===== src/rtl/sync_fifo_param.sv =====
// Parametrised single-clock FIFO with almost flags, occupancy count and sticky error flags.
// Define SYNC_FIFO_FWFT_EN for first-word-fall-through read mode.
module sync_fifo_param #(
  parameter int unsigned DATA_W    = 8,
  parameter int unsigned ADDR_W    = 4,
  parameter int unsigned AF_THRESH = 14,
  parameter int unsigned AE_THRESH = 2
) (
  input  logic              sys_clk,
  input  logic              rst_n,
  input  logic              wr_en,
  input  logic [DATA_W-1:0] din,
  input  logic              rd_en,
  input  logic              clr_err,
  output logic [DATA_W-1:0] dout,
  output logic              full,
  output logic              empty,
  output logic              almost_full,
  output logic              almost_empty,
  output logic [ADDR_W:0]   data_count,
  output logic              wr_ack,
  output logic              overflow,
  output logic              underflow
);

  localparam int unsigned DEPTH = 2 ** ADDR_W;
  localparam int unsigned CW    = ADDR_W + 1;
  localparam logic [ADDR_W:0] DEPTH_C = CW'(DEPTH);
  localparam logic [ADDR_W:0] AF_C    = CW'(AF_THRESH);
  localparam logic [ADDR_W:0] AE_C    = CW'(AE_THRESH);

  logic [DATA_W-1:0] mem [DEPTH];
  logic [ADDR_W-1:0] wr_ptr;
  logic [ADDR_W-1:0] rd_ptr;
  logic              wr_acc;
  logic              rd_acc;
  logic              pop;
  logic              empty_nxt;
  logic [ADDR_W:0]   cnt_nxt;

  assign wr_acc = wr_en && !full;
  assign rd_acc = rd_en && !empty;

  // Total occupancy after this edge
  always_comb begin
    cnt_nxt = data_count;
    case ({wr_acc, rd_acc})
      2'b10:   cnt_nxt = data_count + CW'(1);
      2'b01:   cnt_nxt = data_count - CW'(1);
      default: cnt_nxt = data_count;
    endcase
  end

`ifdef SYNC_FIFO_FWFT_EN
  // Words still in the array, excluding the one held on dout
  logic [ADDR_W:0] mem_cnt;
  logic [ADDR_W:0] mem_cnt_nxt;

  // Refill the output stage when it is empty or being consumed
  assign pop       = (mem_cnt != '0) && (empty || rd_acc);
  assign empty_nxt = !(pop || (!empty && !rd_acc));

  always_comb begin
    mem_cnt_nxt = mem_cnt;
    case ({wr_acc, pop})
      2'b10:   mem_cnt_nxt = mem_cnt + CW'(1);
      2'b01:   mem_cnt_nxt = mem_cnt - CW'(1);
      default: mem_cnt_nxt = mem_cnt;
    endcase
  end

  always_ff @(posedge sys_clk or negedge rst_n) begin
    if (!rst_n) mem_cnt <= '0;
    else        mem_cnt <= mem_cnt_nxt;
  end
`else
  assign pop       = rd_acc;
  assign empty_nxt = (cnt_nxt == '0);
`endif

  // Storage array, intentionally not reset
  always_ff @(posedge sys_clk) begin
    if (wr_acc) mem[wr_ptr] <= din;
  end

  always_ff @(posedge sys_clk or negedge rst_n) begin
    if (!rst_n) begin
      wr_ptr       <= '0;
      rd_ptr       <= '0;
      dout         <= '0;
      data_count   <= '0;
      full         <= 1'b0;
      empty        <= 1'b1;
      almost_full  <= 1'b0;
      almost_empty <= 1'b1;
      wr_ack       <= 1'b0;
      overflow     <= 1'b0;
      underflow    <= 1'b0;
    end else begin
      if (wr_acc) wr_ptr <= wr_ptr + ADDR_W'(1);
      if (pop) begin
        dout   <= mem[rd_ptr];
        rd_ptr <= rd_ptr + ADDR_W'(1);
      end
      data_count   <= cnt_nxt;
      full         <= (cnt_nxt == DEPTH_C);
      empty        <= empty_nxt;
      almost_full  <= (cnt_nxt >= AF_C);
      almost_empty <= (cnt_nxt <= AE_C);
      wr_ack       <= wr_acc;
      // A new error in the same cycle as clr_err keeps the flag set
      if (wr_en && full)      overflow <= 1'b1;
      else if (clr_err)       overflow <= 1'b0;
      if (rd_en && empty)     underflow <= 1'b1;
      else if (clr_err)       underflow <= 1'b0;
    end
  end

endmodule


===== config.mk =====
export PLATFORM = sky130hd
export DESIGN_NAME = sync_fifo_param
export DESIGN_NICKNAME = d
export VERILOG_FILES = /design/src/rtl/sync_fifo_param.sv
export SDC_FILE = /design/constraint.sdc
export NUM_CORES = 1
export LEC_CHECK = 0
export ABC_AREA = 1
export CAP_MARGIN = 0
export CORE_MARGIN = 2
export CORE_UTILIZATION = 49
export CTS_BUF_LIST = sky130_fd_sc_hd__clkbuf_8
export DETAILED_ROUTE_END_ITERATION = 6
export GPL_TIMING_DRIVEN = 0
export PLACE_DENSITY = 0.78
export SLEW_MARGIN = 40
export SYNTH_ARGS = -nofsm -noshare
export SYNTH_HDL_FRONTEND = slang
export SYNTH_SLANG_ARGS = --single-unit

===== constraint.sdc =====
create_clock -name sys_clk -period 4.9 [get_ports sys_clk]
set_input_delay 0.49 -clock sys_clk [delete_from_list [all_inputs] [get_ports sys_clk]]
set_output_delay 0.49 -clock sys_clk [all_outputs]
set_load 0.01 [all_outputs]

==> results.yml <==
status:
  status: "completed"
worst_setup_path:
  crit-reg2reg-capture: "full$_DFF_PN0_"
  r2r_cells: 13
  critPathArrivalTime_ns: 2.97
  critical_path.max_fanout: 10
  timing.critical_path.required_ns: 5.29
  setup.worst_path.start_class: "primary input"
  worstReg2RegStart: "full$_DFF_PN0_"
  endpoint_kind: "flop"
  worst-setup-path-type: "in2reg"
  r2r_setup_slk_ns: 2.45
clocking:
  clock-root-buffer: "clkbuf_8"
  clkLatencyLatePin_ns: 0.46
  total_clock_buffers_created_by_cts: 17
  post_cts_resize_count: 0
  cts.sinks: 156
  cts.reportedPaths.clkPinSlew_ns: 0.09
  cts_hold_buffers: 0
  cts-htree-levels: 4
  tritoncts: "built"
  postCtsSetupBuffers: 0
  clock_tree.buffer_depth: 2
layout:
  most_common_library_cell_in_the_layout_ignoring_fill_and_taps: "nand2_1"
  diodes: 0
  design.final.nets: 640
  commonest_cells_after_routing_fill_and_taps_aside: "nand2_1, edfxtp_1, nor2_1, o21ai_0, clkdlybuf4s50_1"
  final_area_um2: 7480
  post_route_cells_drive_above_1_share: 0.108
  synth_to_layout_area_growth_pct: 14.6
  post_layout_nonfiller_instances: 808
place:
  place.detailed.hpwl_mm: 9.44
  placedInstanceArea_um2: 7060
  numPlacedInstances: 776
  gpl.final_weighted_congestion: 0.966
  port_buffers: 32
power_and_ir_drop:
  power_leakage_nw: 2.87
  ir_drop_uv: 381
  power_per_unit_of_standard_cell_area_nw_per_um2: 597
drt:
  vias: 4302
  antenna_violating_nets_post_route: 0
  avgViaCountPerCell: 5.32
  drt_pass1_iterations: 5
  post-route-drc-count: 0
  drt-wirelength-per-cell_um: 17.2
  detail_route.wirelength_mm: 13.9
  drt_iter0_markers: 508
synthesis:
  synth_seq_cells: 156
  netlist_instances: 568
  synthesized_area_per_cell_um2: 11.5
  synthDistinctLibCells: 31
  syn_area_um2: 6530
  ys_warn_count: 0
  syn_nets: 589
  sequential_share_of_the_synthesized_area: 0.697
timing:
  finalCritPeriodShare: 0.527
  finalWorstPathRequiredPeriod_ns: 2.58
  grt_setup_unrepaired: "false"
  achievable-frequency_mhz: 387
  fin_setup_tns_ns: 0
  timing_max_transition_violations_final: 0
  max-slew-margin-rel: 0.484
  worstMarginPinSlew_ns: 0.770
  timing.clock.skew_ns: 0.0186
  timing_hold_violations_final: 0
  setup-violations-final: 0
worst_hold_path:
  hold_path_class: "in2async"
grt:
  grt_antenna_before_repair: 0
  grt.overflow.total: 0
  global_route.usage.total: 0.209
  grt_start_max_net_pins: 29
  wire_length_of_the_first_global_routing_pass_mm: 22.2
  grt_pass1_vias: 4266
floorplanning:
  rows: 42
  die_w_um: 119
  top_level_ports: 33
  die_area_um2: 14300
  placeableCoreArea_um2: 13100
  initial_core_util: 0.497
  die_h_um: 119
run:
  max_cap_violations: 0
==> synthesized netlist by cell type <==
library cell	n	area [µm²]
nand4_1	1	6.26
a21boi_0	5	37.5
nor3_1	1	5.00
ha_1	8	100
inv_2	2	7.51
buf_2	9	45.0
nand3_1	13	65.1
nor2_4	1	11.3
xnor2_1	1	8.76
o21ai_1	13	65.1
buf_4	6	45.0
nand2_2	3	18.8
inv_1	28	105
buf_6	7	78.8
dfstp_2	2	52.6
clkinv_1	2	7.51
inv_6	1	8.76
xor2_1	7	61.3
nand2_1	140	526
nand3b_1	1	7.51
dfrtp_1	26	651
nand3_2	2	20.0
nor2_2	2	12.5
edfxtp_1	128	3840
a21oi_1	25	125
a21boi_1	4	30.0
o21ai_0	40	200
o21a_1	1	7.51
o22ai_1	16	100
nor2_1	71	267
clkbuf_1	2	7.51
==> cell families (layout without fill, tap and decap cells) <==
| logic type | after synthesis | in the layout | share of synthesized area |
|---|---|---|---|
| compound gates | 104 | 104 | 0.0867 |
| xor+xnor | 8 | 8 | 0.0107 |
| fa+ha+maj | 8 | 8 | 0.0153 |
| buf+inv | 57 | 121 | 0.0468 |
| flops | 156 | 156 | 0.697 |
| simple gates | 235 | 235 | 0.144 |
==> where the power goes <==
part | switching, mW | internal (mW) | total, mW
clock network | 0.467 | 0.518 | 0.985
registers | 0.114 | 1.66 | 1.77
logic | 1.10 | 0.609 | 1.71
==> worst max-delay path by stage <==
stage / startpoint / end / cells after the start
2_1_floorplan: wr_en / full$_DFF_PN0_ / 14
4_1_cts: wr_en / full$_DFF_PN0_ / 15
3_3_place_gp: wr_en / full$_DFF_PN0_ / 15
5_1_grt: wr_en / full$_DFF_PN0_ / 16
6_report: wr_en / full$_DFF_PN0_ / 15
3_5_place_dp: wr_en / full$_DFF_PN0_ / 15
==> layout make-up <==
class | instances | area, µm²
buffer | 24 | 176
clock buffer | 18 | 248
clock inverter | 14 | 168
fill | 1093 | 5660
inverter | 33 | 129
multi-input combinational | 355 | 1680
sequential | 156 | 4550
tap | 176 | 220
timing repair buffer | 32 | 315
==> metrics by stage <==
step                      hold slack [ns]  setup WS (ns)   util  power [mW]
after floorplan                     0.194           2.68      -        2.89
after global placement              0.467           1.94  0.538        3.44
after detailed placement            0.475           1.85  0.538        3.48
after CTS                          0.0447           2.34  0.569        4.47
after global routing               0.0739           2.07  0.569        4.75
final                              0.0446           2.32  0.569        4.47
==> sequential cells by signal (all words and copies together) (netlist names) <==
| signal | cells |
|---|---|
| rd_ptr | 4 |
| dout | 8 |
| almost_full | 1 |
| overflow | 1 |
| underflow | 1 |
| wr_ack | 1 |
| full | 1 |
| almost_empty | 1 |
| data_count | 5 |
| wr_ptr | 4 |
| mem | 128 |
| empty | 1 |
==> metal layers <==
layer / part of all wire / vias to the layer above / track usage
met5: 0 / - / 0
met1: 0.43 / 2085 / 0.281
met4: 0.030 / 0 / 0.0934
met3: 0.061 / 29 / 0.0489
li1: - / 2043 / -
met2: 0.48 / 145 / 0.328
==> worst max-delay path: stages <==
cell             delay, ns
clkdlybuf4s50_1       0.49
inv_1                 0.06
nor2_2                0.34
inv_1                 0.12
ha_1                  0.22
buf_4                 0.16
nor2_1                0.13
nor2_2                0.06
ha_1                  0.26
inv_1                 0.05
o21a_1                0.16
nand2_1               0.07
nor2_1                0.12
nand3_1               0.12
nor2_1                0.13
Note: power is estimated with default switching activity, not from simulation.
==> variant: new RTL, same flow settings <==
Build with the macro `SYNC_FIFO_FWFT_EN` defined.
--- a/src/rtl/sync_fifo_param.sv
+++ b/src/rtl/sync_fifo_param.sv
@@ -2,2 +2,4 @@
 // Define SYNC_FIFO_FWFT_EN for first-word-fall-through read mode.
+`define SYNC_FIFO_FWFT_EN
+
 module sync_fifo_param #(
Behaviour: not the same (Yosys sat finds a counterexample within 4 cycles, from zero or initial values and one cycle with rst_n low).
==> variant against the unedited design <==
  * Sequential share of layout area shrank 1.3 points
  * Total power grew 3.7%
  * Clock power shrank 10%
  * Wire length grew 12%
  * First-iteration DRC count shrank 15%
  * Synthesized area grew 6.1%
  * Core utilization shrank 0.097 points
  * Cell area grew 5.1%
  * Register-to-register slack lost 270 ps
  * Sequential cell count grew 5
  * Count of clock-buffer cells in the layout grew 1
  * Sequential power grew 4%
  * Worst setup slack lost 140 ps
  * Largest power group is now combinational cells
==> variant: results (changes against the unedited design) <==
Place
The instance count after placement with tap cells included is 847 (+9.1%). The post-placement cell area is 7490 sq um (+6.1%). The placer's final routability congestion estimate came to 1.02 (+5.4%). The pre-CTS setup slack is 1850 ps (-7.49 ps).

Pwr
The worst supply voltage drop on vdd is 0.350 mV (-8.2%). The static leakage power was 3.04 nW (+5.8%). The switching fraction of total power is 39.0% (+1.4 points).

Yosys
The synthesized area divided by synthesized cell count came to 10.9 sq um (-4.9%). The count of cell types in the netlist is 27 (-13%). The post-synth net total came to 660 (+12%).

The synthesized-area fraction occupied by xor and xnor cells is 1.14% (+0.065 points). Counting instances in the post-synthesis netlist gives the leading cell types as nor2_1, edfxtp_1, nand2_1. The sequential share of the synthesized area was 67.5% (-2.2 points). The flip-flop and latch count after synthesis is 161 (+3.2%).

Ranked by total cell area, the synthesized netlist is headed by edfxtp_1, dfrtp_1, nor2_1. The post-synthesis compound-gate area fraction is 5.53% (-3.1 points). The async set or reset register ratio after synthesis is 20.5% (+2.5 points).

The adder-cell share of the synthesized area is 2.46% (+0.92 points).

Global routing
The pin count of the biggest net entering global routing is 24 (-17%). The global-route wire length before repair was 24.6 mm (+11%).

Layout
The count of multi-input gates is 414 (+17%). The area share of buffers outside the clock network was 6.99% (+0.42 points). The number of non-clock buffers in the layout was 61 (+8.9%). The number of standard cells in the layout, taps in and fillers out is 880 (+8.9%). The footprint of the multi-input gates is 1930 sq um (+15%). The area taken by flip-flops and latches is 4670 sq um (+2.8%). The fraction of standard cell area that is sequential is 59.4% (-1.3 points).

The proportion of layout cells with a drive suffix above 1 is 9.43% (-1.3 points). The clock tree buffer count of the final layout is 19 (+1).

Critical path
The launching instance or port of the critical path is mem_cnt[1]. The minimum setup slack among reg-to-reg paths came to 2180 ps (-270 ps). The arrival time at the worst endpoint is 3040 ps (+70 ps).

The count of cells along the worst register-to-register path is 12 (-1). In this run the critical register-to-register path is captured at mem_cnt[4]. The startpoint of the most critical register-to-register path is mem_cnt[1].

Timing
The post-layout minimum cycle time is 2720 ps (+137 ps). The worst-case clock skew is 10.4 ps (-8.20 ps). The relative slew slack is 46.6% (-1.9 points).

Status
The flow ran to the end, and the final reports show no timing, DRC or antenna violations.

Routing
The iteration-0 DRC count of the detailed router was 433 (-15%). The number of vias per cell after detailed routing was 5.46 (+2.6%). The average wire per standard cell is 17.7 microns (+2.7%).

Die
The core box area was 13800 sq um (+5.2%).
## variant: how the worst min path moves through the flow
| stage | endpoint | slack [ps] | startpoint | depth (start not counted) |
|---|---|---|---|---|
| 2_1_floorplan | almost_full | 190 | rst_n | 0 |
| 4_1_cts | dout[0] | 450 | rst_n | 2 |
| 3_3_place_gp | dout[3] | 470 | dout[3] | 2 |
| 6_report | dout[0] | 460 | rst_n | 2 |
| 5_1_grt | dout[0] | 470 | rst_n | 2 |
| 3_5_place_dp | dout[0] | 390 | rst_n | 1 |
## variant: power groups by stage
| stage | sequential, mW | clock, mW | combinational, mW |
|---|---|---|---|
| after global placement | 1.86 | 0 | 1.78 |
| final | 1.84 | 0.886 | 1.90 |
| after global routing | 1.87 | 0.949 | 2.11 |
| after detailed placement | 1.87 | 0 | 1.87 |
| after floorplan | 1.87 | 0 | 1.23 |
| after CTS | 1.84 | 0.894 | 1.88 |
## variant: worst max-delay path, stage by stage (launching register included)
cell,delay [ps]
dfrtp_1,430
nor2_1,150
nand4_1,140
nand2_2,210
inv_1,130
buf_2,200
ha_1,280
fa_1,430
nand3_1,110
nand2_1,90
a21oi_1,160
o21ai_0,130
xor2_1,150
## variant: logic make-up (layout without fill, tap and decap cells)
logic type	after synthesis	count (layout)
AO/OA/AOI/OAI	75	75
adder cells (fa/ha/maj)	13	13
XOR/XNOR	9	9
buffers and inverters	59	125
AND/OR/NAND/NOR	317	317
flip-flops	161	161
## variant: repair_timing
action / CTS / global route
hold buffers: 1 / 0
setup endpoints to repair: 0 / 0
endpoints found under the hold margin: 10 / 0
## variant: per-layer routing
layer | vias up | wire (microns) | track usage, %
met5 | - | 0 | 0
met4 | 0 | 503 | 9.77
met3 | 40 | 959 | 4.46
met2 | 177 | 7830 | 37.9
met1 | 2327 | 6290 | 27.4
li1 | 2263 | - | -
